**config.mk**
```make
export PLATFORM = sky130hd
export DESIGN_NAME = cart_rom_ctrl
export DESIGN_NICKNAME = d
export VERILOG_FILES = /design/src/rtl/cart_pkg.sv /design/src/rtl/cart_rd_cache.sv /design/src/rtl/cart_rom_ctrl.sv
export SDC_FILE = /design/constraint.sdc
export NUM_CORES = 1
export LEC_CHECK = 0
export CORE_ASPECT_RATIO = 0.8
export CORE_MARGIN = 2
export CORE_UTILIZATION = 30
export DETAILED_ROUTE_END_ITERATION = 16
export SYNTH_ARGS = -nofsm -noshare
export SYNTH_HDL_FRONTEND = slang
export SYNTH_SLANG_ARGS = --single-unit
```
**constraint.sdc**
```tcl
create_clock -name clk_sys -period 4.1 [get_ports clk_sys]
set_clock_uncertainty 0.2 [all_clocks]
set_input_delay 0.41 -clock clk_sys [delete_from_list [all_inputs] [get_ports clk_sys]]
set_output_delay 0.41 -clock clk_sys [all_outputs]
set_load 0.1 [all_outputs]
```
**src/rtl/cart_pkg.sv**
```systemverilog
// Shared types and helpers for the cartridge ROM channel: FSM state
// encoding, default address widths and the power-of-two mask smear.
package cart_pkg;

  localparam int CART_ADDR_W    = 19;
  localparam int CART_DL_ADDR_W = 25;

  typedef enum logic [2:0] {
    IDLE,
    WR,
    WR_WAIT,
    RD,
    RD_WAIT
  } state_t;

  // Every bit below the highest set bit becomes 1, giving the next
  // power of two minus one that covers the address.
  function automatic logic [31:0] mask_smear(input logic [31:0] addr);
    logic [31:0] m;
    m = addr;
    m = m | (m >> 1);
    m = m | (m >> 2);
    m = m | (m >> 4);
    m = m | (m >> 8);
    m = m | (m >> 16);
    return m;
  endfunction

endpackage

```
**src/rtl/cart_rd_cache.sv**
```systemverilog
// Single-entry read cache for CPU ROM fetches: one tag/data/valid
// register with combinational lookup, fill and invalidate.
module cart_rd_cache
  import cart_pkg::*;
#(
  parameter int ADDR_W = CART_ADDR_W
) (
  input  logic              clk_sys,
  input  logic              reset,
  input  logic [ADDR_W-1:0] lookup_tag,
  output logic              hit,
  output logic [7:0]        hit_data,
  input  logic              fill,
  input  logic [ADDR_W-1:0] fill_tag,
  input  logic [7:0]        fill_data,
  input  logic              invalidate
);

  logic              valid;
  logic [ADDR_W-1:0] tag;
  logic [7:0]        data;

  // Invalidate wins over fill so a fresh download never keeps stale bytes.
  always_ff @(posedge clk_sys or posedge reset) begin
    if (reset) begin
      valid <= 1'b0;
      tag   <= '0;
      data  <= '0;
    end else if (invalidate) begin
      valid <= 1'b0;
    end else if (fill) begin
      valid <= 1'b1;
      tag   <= fill_tag;
      data  <= fill_data;
    end
  end

  assign hit      = valid && (tag == lookup_tag);
  assign hit_data = data;

endmodule

```
**src/rtl/cart_rom_ctrl.sv**
```systemverilog
// Sequencer/arbiter for cartridge SDRAM channel 0: serialises ROM download
// writes, derives the ROM mask and serves CPU reads through a one-entry cache.
module cart_rom_ctrl
  import cart_pkg::*;
#(
  parameter int          ADDR_W     = CART_ADDR_W,
  parameter int          DL_ADDR_W  = CART_DL_ADDR_W,
  parameter logic [7:0]  BLANK_DATA = 8'hFF
) (
  input  logic                 clk_sys,
  input  logic                 reset,
  input  logic                 dl_active,
  input  logic                 dl_wr,
  input  logic [DL_ADDR_W-1:0] dl_addr,
  input  logic [7:0]           dl_data,
  output logic                 dl_wait,
  input  logic                 cpu_rd,
  input  logic [ADDR_W-1:0]    cpu_addr,
  output logic [7:0]           cpu_dout,
  output logic                 cpu_valid,
  output logic [DL_ADDR_W-1:0] mem_addr,
  output logic                 mem_rd,
  output logic                 mem_wr,
  output logic [7:0]           mem_din,
  input  logic [7:0]           mem_dout,
  input  logic                 mem_busy,
  output logic [ADDR_W-1:0]    rom_mask,
  output logic                 large_rom
);

  state_t            state, state_n;
  logic              pend_valid;
  logic [ADDR_W-1:0] pend_addr;
  logic [ADDR_W-1:0] rd_tag;
  logic              dl_active_q;
  logic              dl_fresh;
  logic              first_wr;
  logic              rd_req;
  logic [ADDR_W-1:0] req_addr;
  logic [ADDR_W-1:0] req_tag;
  logic              accept_wr;
  logic              serve_rd;
  logic              start_rd;
  logic              respond;
  logic [7:0]        resp_data;
  logic              cache_hit;
  logic [7:0]        cache_data;
  logic              rd_done;

  // A fresh CPU request takes the slot over any older pending one.
  assign rd_req    = cpu_rd | pend_valid;
  assign req_addr  = cpu_rd ? cpu_addr : pend_addr;
  assign req_tag   = req_addr & rom_mask;
  assign first_wr  = dl_fresh | (dl_active & ~dl_active_q);
  assign rd_done   = (state == RD_WAIT) && !mem_busy;
  assign mem_wr    = (state == WR);
  assign mem_rd    = (state == RD);
  assign large_rom = |rom_mask[ADDR_W-1:ADDR_W-2];

  cart_rd_cache #(
    .ADDR_W(ADDR_W)
  ) u_cache (
    .clk_sys    (clk_sys),
    .reset      (reset),
    .lookup_tag (req_tag),
    .hit        (cache_hit),
    .hit_data   (cache_data),
    .fill       (rd_done),
    .fill_tag   (rd_tag),
    .fill_data  (mem_dout),
    .invalidate (accept_wr & first_wr)
  );

  always_ff @(posedge clk_sys or posedge reset) begin
    if (reset) state <= IDLE;
    else       state <= state_n;
  end

  always_comb begin
    state_n   = state;
    accept_wr = 1'b0;
    serve_rd  = 1'b0;
    start_rd  = 1'b0;
    respond   = 1'b0;
    resp_data = BLANK_DATA;
    case (state)
      IDLE: begin
        if (dl_wr) begin
          accept_wr = 1'b1;
          state_n   = WR;
        end else if (rd_req) begin
          serve_rd = 1'b1;
          if (dl_active) begin
            respond = 1'b1;
          end else if (cache_hit) begin
            respond   = 1'b1;
            resp_data = cache_data;
          end else begin
            start_rd = 1'b1;
            state_n  = RD;
          end
        end
      end
      WR:      state_n = WR_WAIT;
      WR_WAIT: if (!mem_busy) state_n = IDLE;
      RD:      state_n = RD_WAIT;
      RD_WAIT: begin
        if (!mem_busy) begin
          respond   = 1'b1;
          resp_data = mem_dout;
          state_n   = IDLE;
        end
      end
      default: state_n = IDLE;
    endcase
  end

  // Back-pressure drops in the completion cycle so the next byte lands in IDLE.
  always_comb begin
    dl_wait = 1'b0;
    if (dl_active) begin
      case (state)
        IDLE:             dl_wait = dl_wr;
        WR, RD:           dl_wait = 1'b1;
        WR_WAIT, RD_WAIT: dl_wait = mem_busy;
        default:          dl_wait = 1'b0;
      endcase
    end
  end

  always_ff @(posedge clk_sys or posedge reset) begin
    if (reset) begin
      mem_addr <= '0;
      mem_din  <= '0;
      rom_mask <= '1;
      rd_tag   <= '0;
    end else if (accept_wr) begin
      mem_addr <= dl_addr;
      mem_din  <= dl_data;
      rom_mask <= ADDR_W'(mask_smear(32'(dl_addr[ADDR_W-1:0])));
    end else if (start_rd) begin
      mem_addr <= DL_ADDR_W'(req_tag);
      rd_tag   <= req_tag;
    end
  end

  // Reads that cannot start now (busy or losing to a write) park here.
  always_ff @(posedge clk_sys or posedge reset) begin
    if (reset) begin
      pend_valid <= 1'b0;
      pend_addr  <= '0;
    end else if (cpu_rd && ((state != IDLE) || dl_wr)) begin
      pend_valid <= 1'b1;
      pend_addr  <= cpu_addr;
    end else if (serve_rd) begin
      pend_valid <= 1'b0;
    end
  end

  always_ff @(posedge clk_sys or posedge reset) begin
    if (reset) begin
      dl_active_q <= 1'b0;
      dl_fresh    <= 1'b0;
    end else begin
      dl_active_q <= dl_active;
      dl_fresh    <= accept_wr ? 1'b0 : first_wr;
    end
  end

  always_ff @(posedge clk_sys or posedge reset) begin
    if (reset) begin
      cpu_valid <= 1'b0;
      cpu_dout  <= BLANK_DATA;
    end else begin
      cpu_valid <= respond;
      if (respond) cpu_dout <= resp_data;
    end
  end

endmodule

```
==> results of run 1 <==
[routing by layer]
metal / GRT usage (%) / vias to the layer above
li1: - / 2198
met1: 22.0 / 2241
met2: 22.4 / 122
met3: 5.76 / 13
met4: 3.91 / 0
met5: 0 / -
[placed cells by master, fill, tap and decap left out, types with 3 or more instances in the layout]
cell type	n
clkinv_4	3
nand2_1	79
xor2_1	12
buf_12	3
mux2_4	3
clkinv_2	5
clkdlybuf4s50_1	129
o21ai_0	20
buf_4	12
nand2b_1	7
a21oi_1	14
nand4_1	11
clkinvlp_4	3
a31oi_1	7
nor2_1	35
a221oi_2	19
dfstp_2	27
inv_1	41
clkbuf_16	17
bufinv_16	3
nor3_1	7
and2_1	4
mux2i_1	19
dfrtp_1	106
mux2_2	67
nand3b_1	7
a21bo_2	6
or2_2	8
[path summary, 6_finish.rpt]
path / slack [ps] / start / endpoint
min reg2reg: 270 / rom_mask[15] / rom_mask[15]
min in group clk_sys: 270 / rom_mask[15] / rom_mask[15]
min: 250 / reset / pend_addr[11]
max in group asynchronous: 2550 / reset / rom_mask[3]
max: 890 / cpu_rd / cpu_dout[7]
max reg2reg: 1310 / pend_addr[16] / cpu_dout[7]
[kinds of logic (layout without fill, tap and decap cells)]
group | Yosys count | count (layout)
buffers and inverters | 69 | 219
and+or+nand+nor | 174 | 174
DFF | 133 | 133
other | 0 | 1
AOI/OAI and AO/OA | 77 | 77
xor gates and xnor gates | 12 | 12
muxes | 91 | 91
[layout make-up]
class / instances / area, sq um / share of cell area, %
sequential: 133 / 3360 / 39.3
multi-input combinational: 354 / 2640 / 30.8
timing repair buffer: 144 / 1440 / 16.8
clock buffer: 19 / 453 / 5.29
tap: 269 / 337 / 3.93
inverter: 43 / 165 / 1.93
clock inverter: 13 / 156 / 1.83
antenna: 1 / 2.50 / 0.0293
[metrics by stage]
step	setup slack (ps)	util, %	cell area, sq um	hold WS (ps)
2_1_floorplan	671	-	6300	241
3_3_place_gp	473	38.5	7940	258
3_5_place_dp	448	38.5	7940	261
4_1_cts	900	41.4	8550	260
5_1_grt	775	41.4	8550	298
6_report	888	41.4	8550	250
[flip-flops by register name, summed over array words and instances, names as in the netlist]
register	flops
mem_addr	25
pend_addr	19
rd_tag	19
rom_mask	19
u_cache.tag	19
cpu_dout	8
mem_din	8
u_cache.hit_data	8
state	3
cpu_valid	1
dl_active_q	1
dl_fresh	1
pend_valid	1
u_cache.valid	1
[worst register-to-register path, delay by kind of cell (launching register included)]
kind	cells	cell delay (ps)
simple gates	4	1070
compound gates	1	390
mux	2	670
flops	1	380
==> summary.txt, run 1 <==
Placement
  • I/O Buffers: 130
  • Dpl hpwl: 11.6 mm
  • Inst Count DP: 943
  • Final GP Congestion: 0.764

Die
  • Core Area: 0.0206 sq mm
  • Num rows: 47
  • DIE AREA: 0.0222 sq mm
  • I/O pin count: 131
  • Starting density of the core: 30.5%
  • Chip height: 134 um
  • DIE WIDTH: 166 um

Synth
  • Largest family of logic cells by synthesized area: multiplexers
  • Mux contribution to synthesized area: 16.1%
  • Syn Inst Count: 556
  • Avg Cell Area, Syn: 11.3 sq um
  • Synth warn: 0
  • Register area share after synthesis: 53.4%
  • Synth unique cells: 43
  • Number of synthesized flops with an enable pin: 0
  • Adder-cell share of the synthesized area: 0%
  • Synth Area in Simple Gates: 13.3%
  • Yosys top cell area share: 42.1%
  • Xor-xnor portion of the synthesized cell area: 1.67%
  • Top cells by count, synth: dfrtp_1, nand2_1, mux2_2
  • Post-Syn Nets: 622
  • Cell taking the most area after synthesis: dfrtp_1
  • Fraction of registers with async set/reset: 100%
  • Primary FF master, synth: dfrtp_1
  • Most frequent cell after synthesis: dfrtp_1
  • Mapped cell area: 0.00629 sq mm
  • Ranking of synthesized cells by area: dfrtp_1, mux2_2, dfstp_2
  • FF+latch count, synth: 133
  • Fraction of the mapped netlist area in compound gates: 10.6%

GRT
  • Total GRT Usage: 15.6%
  • Total grt overflow: 0
  • Pin count of the biggest net entering global routing: 72
  • Vias in the first global route: 4,676
  • Initial antenna violation count: 1
  • First-pass GRT wire length: 26.9 mm

Setup path
  • Crit path largest cell delay: 560 ps
  • Most used cell, CP: mux2_2
  • Worst path bufs/invs: 2
  • Worst EP arrival: 3360 ps
  • Cells along the critical path: clkdlybuf4s50_1 > buf_12 > mux2_2 > nand3b_1 > nand4_1 > or4_4 > nor4_4 > a21bo_1 > mux2_2
  • Crit path capture type: register
  • CP startpoint kind: input pin
  • Critical path peak fanout: 21
  • Delay-heaviest family, CP: simple AND/OR/NAND/NOR gates
  • Crit Path Class: input pin to register
  • Critical path depth: 9
  • R2r worst-path depth: 7
  • Slowest cell on the critical path: or4_4
  • Worst Path Required: 4240 ps

Clock tree
  • TritonCTS Sinks: 133
  • Post-CTS Resized: 0
  • Clock transition at path regs: 60 ps
  • CTS tree: done
  • Clk root buf: clkbuf_16
  • Total CTS buffers: 17
  • Cts hold-fix bufs: 0
  • CTS H-Tree Depth: 4
  • Latest clock arrival within the worst-skew pair: 420 ps
  • Clock buffer depth: 2
  • Post-CTS Setup Bufs: 0

STA
  • RSZ-0062 raised after global routing: no
  • Final Hold Fails: 0
  • Final worst-path cycle share: 78.3%
  • Worst-margin pin slew: 1040 ps
  • Setup TNS: 0 ps
  • Slew headroom: 30.3%
  • Post-layout minimum cycle time: 3210 ps
  • Max-slew violations: 0
  • Fmax: 311 MHz
  • Endpoints failing setup: 0

Layout
  • Nets: 759
  • Layout Cells excl Fill: 976
  • Fraction of layout cells with a size suffix above 1: 26.9%
  • Layout area overhead: 35.9%
  • Filler cell count: 1,953

Drt
  • Met3 wire length: 1.16 mm
  • Routed vias/inst: 4.69
  • Top Metal Used: met4
  • Final WL: 16.6 mm
  • DRC: 0
  • Met2 WL: 7.06 mm
  • Vias: 4,574
  • Post-route ant nets: 0
  • TritonRoute pass-1 iters: 4
  • WL met1: 8.22 mm
  • Starting DRT DRC Count: 227
  • Post-DR wirelength/cell: 17.0 um

Flow run
  • Max Cap Viol: 0

Status
  • Status: complete, no violations

Worst hold path
  • Worst Hold Class: input pin to asynchronous set/reset pin
Power of run 1 is not shown: default switching activity piles up to over one toggle a cycle in this logic, so the estimate is an artifact.
==> inputs of run 2 (changes only) <==
==> constraint.sdc (replaced) <==
create_clock -name clk_sys -period 3.2 [get_ports clk_sys]
set_clock_uncertainty 0.2 [all_clocks]
set_input_delay 0.32 -clock clk_sys [delete_from_list [all_inputs] [get_ports clk_sys]]
set_output_delay 0.32 -clock clk_sys [all_outputs]
set_load 0.1 [all_outputs]
==> summary.txt, run 2 (synthesis results as in run 1) <==
Clock tree
  • Post-CTS Setup Bufs: 0 (unchanged)
  • Latest clock arrival within the worst-skew pair: 420 ps (about the same)
  • Cts hold-fix bufs: 0 (unchanged)
  • Total CTS buffers: 17 (unchanged)
  • Clk root buf: clkbuf_16
  • CTS H-Tree Depth: 4 (unchanged)
  • Clock transition at path regs: 60 ps (about the same)
  • CTS tree: done
  • TritonCTS Sinks: 133 (unchanged)
  • Post-CTS Resized: 0 (unchanged)
  • Clock buffer depth: 2 (unchanged)

Die
  • Core Area: 0.0206 sq mm (unchanged)
  • I/O pin count: 131 (unchanged)
  • Starting density of the core: 30.5% (unchanged)
  • Num rows: 47 (unchanged)
  • DIE WIDTH: 166 um (unchanged)
  • Chip height: 134 um (unchanged)
  • DIE AREA: 0.0222 sq mm (unchanged)

Power and ir drop
  • Peak VDD IR: 894 uV
  • P_sw: 5180 uW
  • Tot Pwr: 10,500 uW
  • Leak: 0.00390 uW
  • Switching part of the total power: 49.4%
  • Proportion of power drawn by combinational gates: 53.2%
  • Clock share of power: 18.2%
  • Power share of the sequential group: 28.6%
  • Int Power: 5300 uW
  • Cell Pwr Density: 1200 mW/mm^2

STA
  • Worst-margin pin slew: 716 ps (-326 ps)
  • Final worst-path cycle share: 97.0%
  • Fmax: 322 MHz
  • Setup TNS: 0 ps (unchanged)
  • Post-layout minimum cycle time: 3100 ps
  • Final Hold Fails: 0 (unchanged)
  • Endpoints failing setup: 0 (unchanged)
  • RSZ-0062 raised after global routing: no
  • Slew headroom: 52.2% (+22 points)
  • Max-slew violations: 0 (unchanged)

Layout
  • Filler cell count: 2,014 (+3.1%)
  • Post-Layout Inst Area: 0.00873 sq mm (+2.0%)
  • Most common cell after layout, fill and taps aside: buf_4
  • Max FFs per register: 25 (unchanged)
  • Layout Cells excl Fill: 1,013 (+3.8%)
  • Most frequent cells in the layout: buf_4, dfrtp_1, nand2_1
  • Biggest register: mem_addr
  • Nets: 797 (+5.0%)
  • Layout area overhead: 38.7%
  • Fraction of layout cells with a size suffix above 1: 39.4% (+12 points)
  • ANT cells: 0 (-1)
  • Final Util: 42.3% (+0.85 points)

GRT
  • Vias in the first global route: 4,840 (+3.5%)
  • Initial antenna violation count: 0 (-1)
  • Total grt overflow: 0 (unchanged)
  • First-pass GRT wire length: 27.1 mm (+0.85%)
  • Total GRT Usage: 15.9% (+0.36 points)
  • Pin count of the biggest net entering global routing: 37 (-49%)

Placement
  • I/O Buffers: 130 (unchanged)
  • Placed cell areas: 0.00815 sq mm (+2.6%)
  • Final GP Congestion: 0.809 (+5.9%)
  • Inst Count DP: 981 (+4.0%)
  • Dpl hpwl: 12.7 mm (+9.5%)

Setup path
  • Worst Path Required: 3300 ps (-940 ps)
  • Delay-heaviest family, CP: simple AND/OR/NAND/NOR gates
  • Slowest cell on the critical path: or4_1
  • Crit Path Class: input pin to register
  • Worst path bufs/invs: 3 (+1)
  • CP startpoint kind: input pin
  • Cells along the critical path: clkdlybuf4s50_1 > buf_12 > mux2_2 > nand3b_1 > nand4_1 > or4_1 > or4_4 > a21oi_2 > buf_12 > a221oi_2
  • Crit path capture type: register
  • Most used cell, CP: buf_12
  • Critical path peak fanout: 15 (-29%)
  • Worst EP arrival: 3200 ps (-160 ps)
  • Crit path largest cell delay: 590 ps (+30 ps)

Status
  • Status: complete, no violations

Drt
  • Post-DR wirelength/cell: 17.0 um (-0.24%)
  • Starting DRT DRC Count: 267 (+18%)
  • Post-route ant nets: 0 (unchanged)
  • TritonRoute pass-1 iters: 4 (unchanged)
  • Routed vias/inst: 4.69 (about the same)
  • DRC: 0 (unchanged)
  • Final WL: 17.2 mm (+3.5%)
  • Vias: 4,748 (+3.8%)

Flow run
  • Max Cap Viol: 0 (unchanged)

Worst hold path
  • Worst Hold Class: input pin to asynchronous set/reset pin
run 2: final cells by class:
| type | count | area, sq um | area share, % |
|---|---|---|---|
| clock buffer | 21 | 480 | 5.50 |
| clock inverter | 11 | 101 | 1.16 |
| inverter | 43 | 165 | 1.89 |
| multi-input combinational | 354 | 2640 | 30.3 |
| sequential | 133 | 3360 | 38.5 |
| tap | 269 | 337 | 3.86 |
| timing repair buffer | 182 | 1640 | 18.8 |
run 2: path summary, 6_finish.rpt:
path	slack (ps)	cells past startpoint	end	from
worst max-delay path	100	10	mem_addr[1]	cpu_rd
worst min-delay path	170	2	pend_addr[13]	reset
worst max register to register	360	8	mem_addr[1]	pend_addr[1]
worst min register to register	270	2	rom_mask[4]	rom_mask[4]
max in group asynchronous	1870	3	rom_mask[9]	reset
min in group clk_sys	220	3	mem_din[3]	dl_data[3]
run 2: stage by stage:
step	setup WS (ps)	hold WS, ps
global placement	-286	253
floorplan	214	151
global route	40.7	213
finish	96.1	174
detailed placement	-308	260
CTS	121	184
run 2: power groups by stage:
stage / combinational (uW) / sequential, uW / clock (uW)
2_1_floorplan: 1930 / 5250 / 0
3_3_place_gp: 5550 / 3020 / 0
3_5_place_dp: 5600 / 3030 / 0
4_1_cts: 5610 / 3010 / 1950
5_1_grt: 5870 / 3100 / 2040
6_report: 5580 / 3000 / 1900
run 2: metal layers:
metal | vias up | track usage [%] | part of all wire [%]
met5 | - | 0 | 0
met4 | 0 | 5.22 | 1.6
met3 | 24 | 4.69 | 5.2
met2 | 126 | 23.7 | 44
met1 | 2330 | 22.2 | 49
li1 | 2268 | - | -
run 2: worst register-to-register path: cells and delay by family (launching register included):
kind | cells | cell delay (ps)
flops | 1 | 370
compound gates | 2 | 300
simple gates | 4 | 1360
mux | 1 | 290
buf+inv | 1 | 200
(Power assumes the default switching activity.)
==> inputs of run 3 (changes only) <==
--- a/config.mk
+++ b/config.mk
@@ -9,6 +9,7 @@
 export CORE_MARGIN = 2
 export CORE_UTILIZATION = 30
 export DETAILED_ROUTE_END_ITERATION = 16
+export PLACE_DENSITY = 0.6
 export SYNTH_ARGS = -nofsm -noshare
 export SYNTH_HDL_FRONTEND = slang
 export SYNTH_SLANG_ARGS = --single-unit
==> results of run 3 <==
The final DEF is identical to that of run 2; final timing and power are the same.
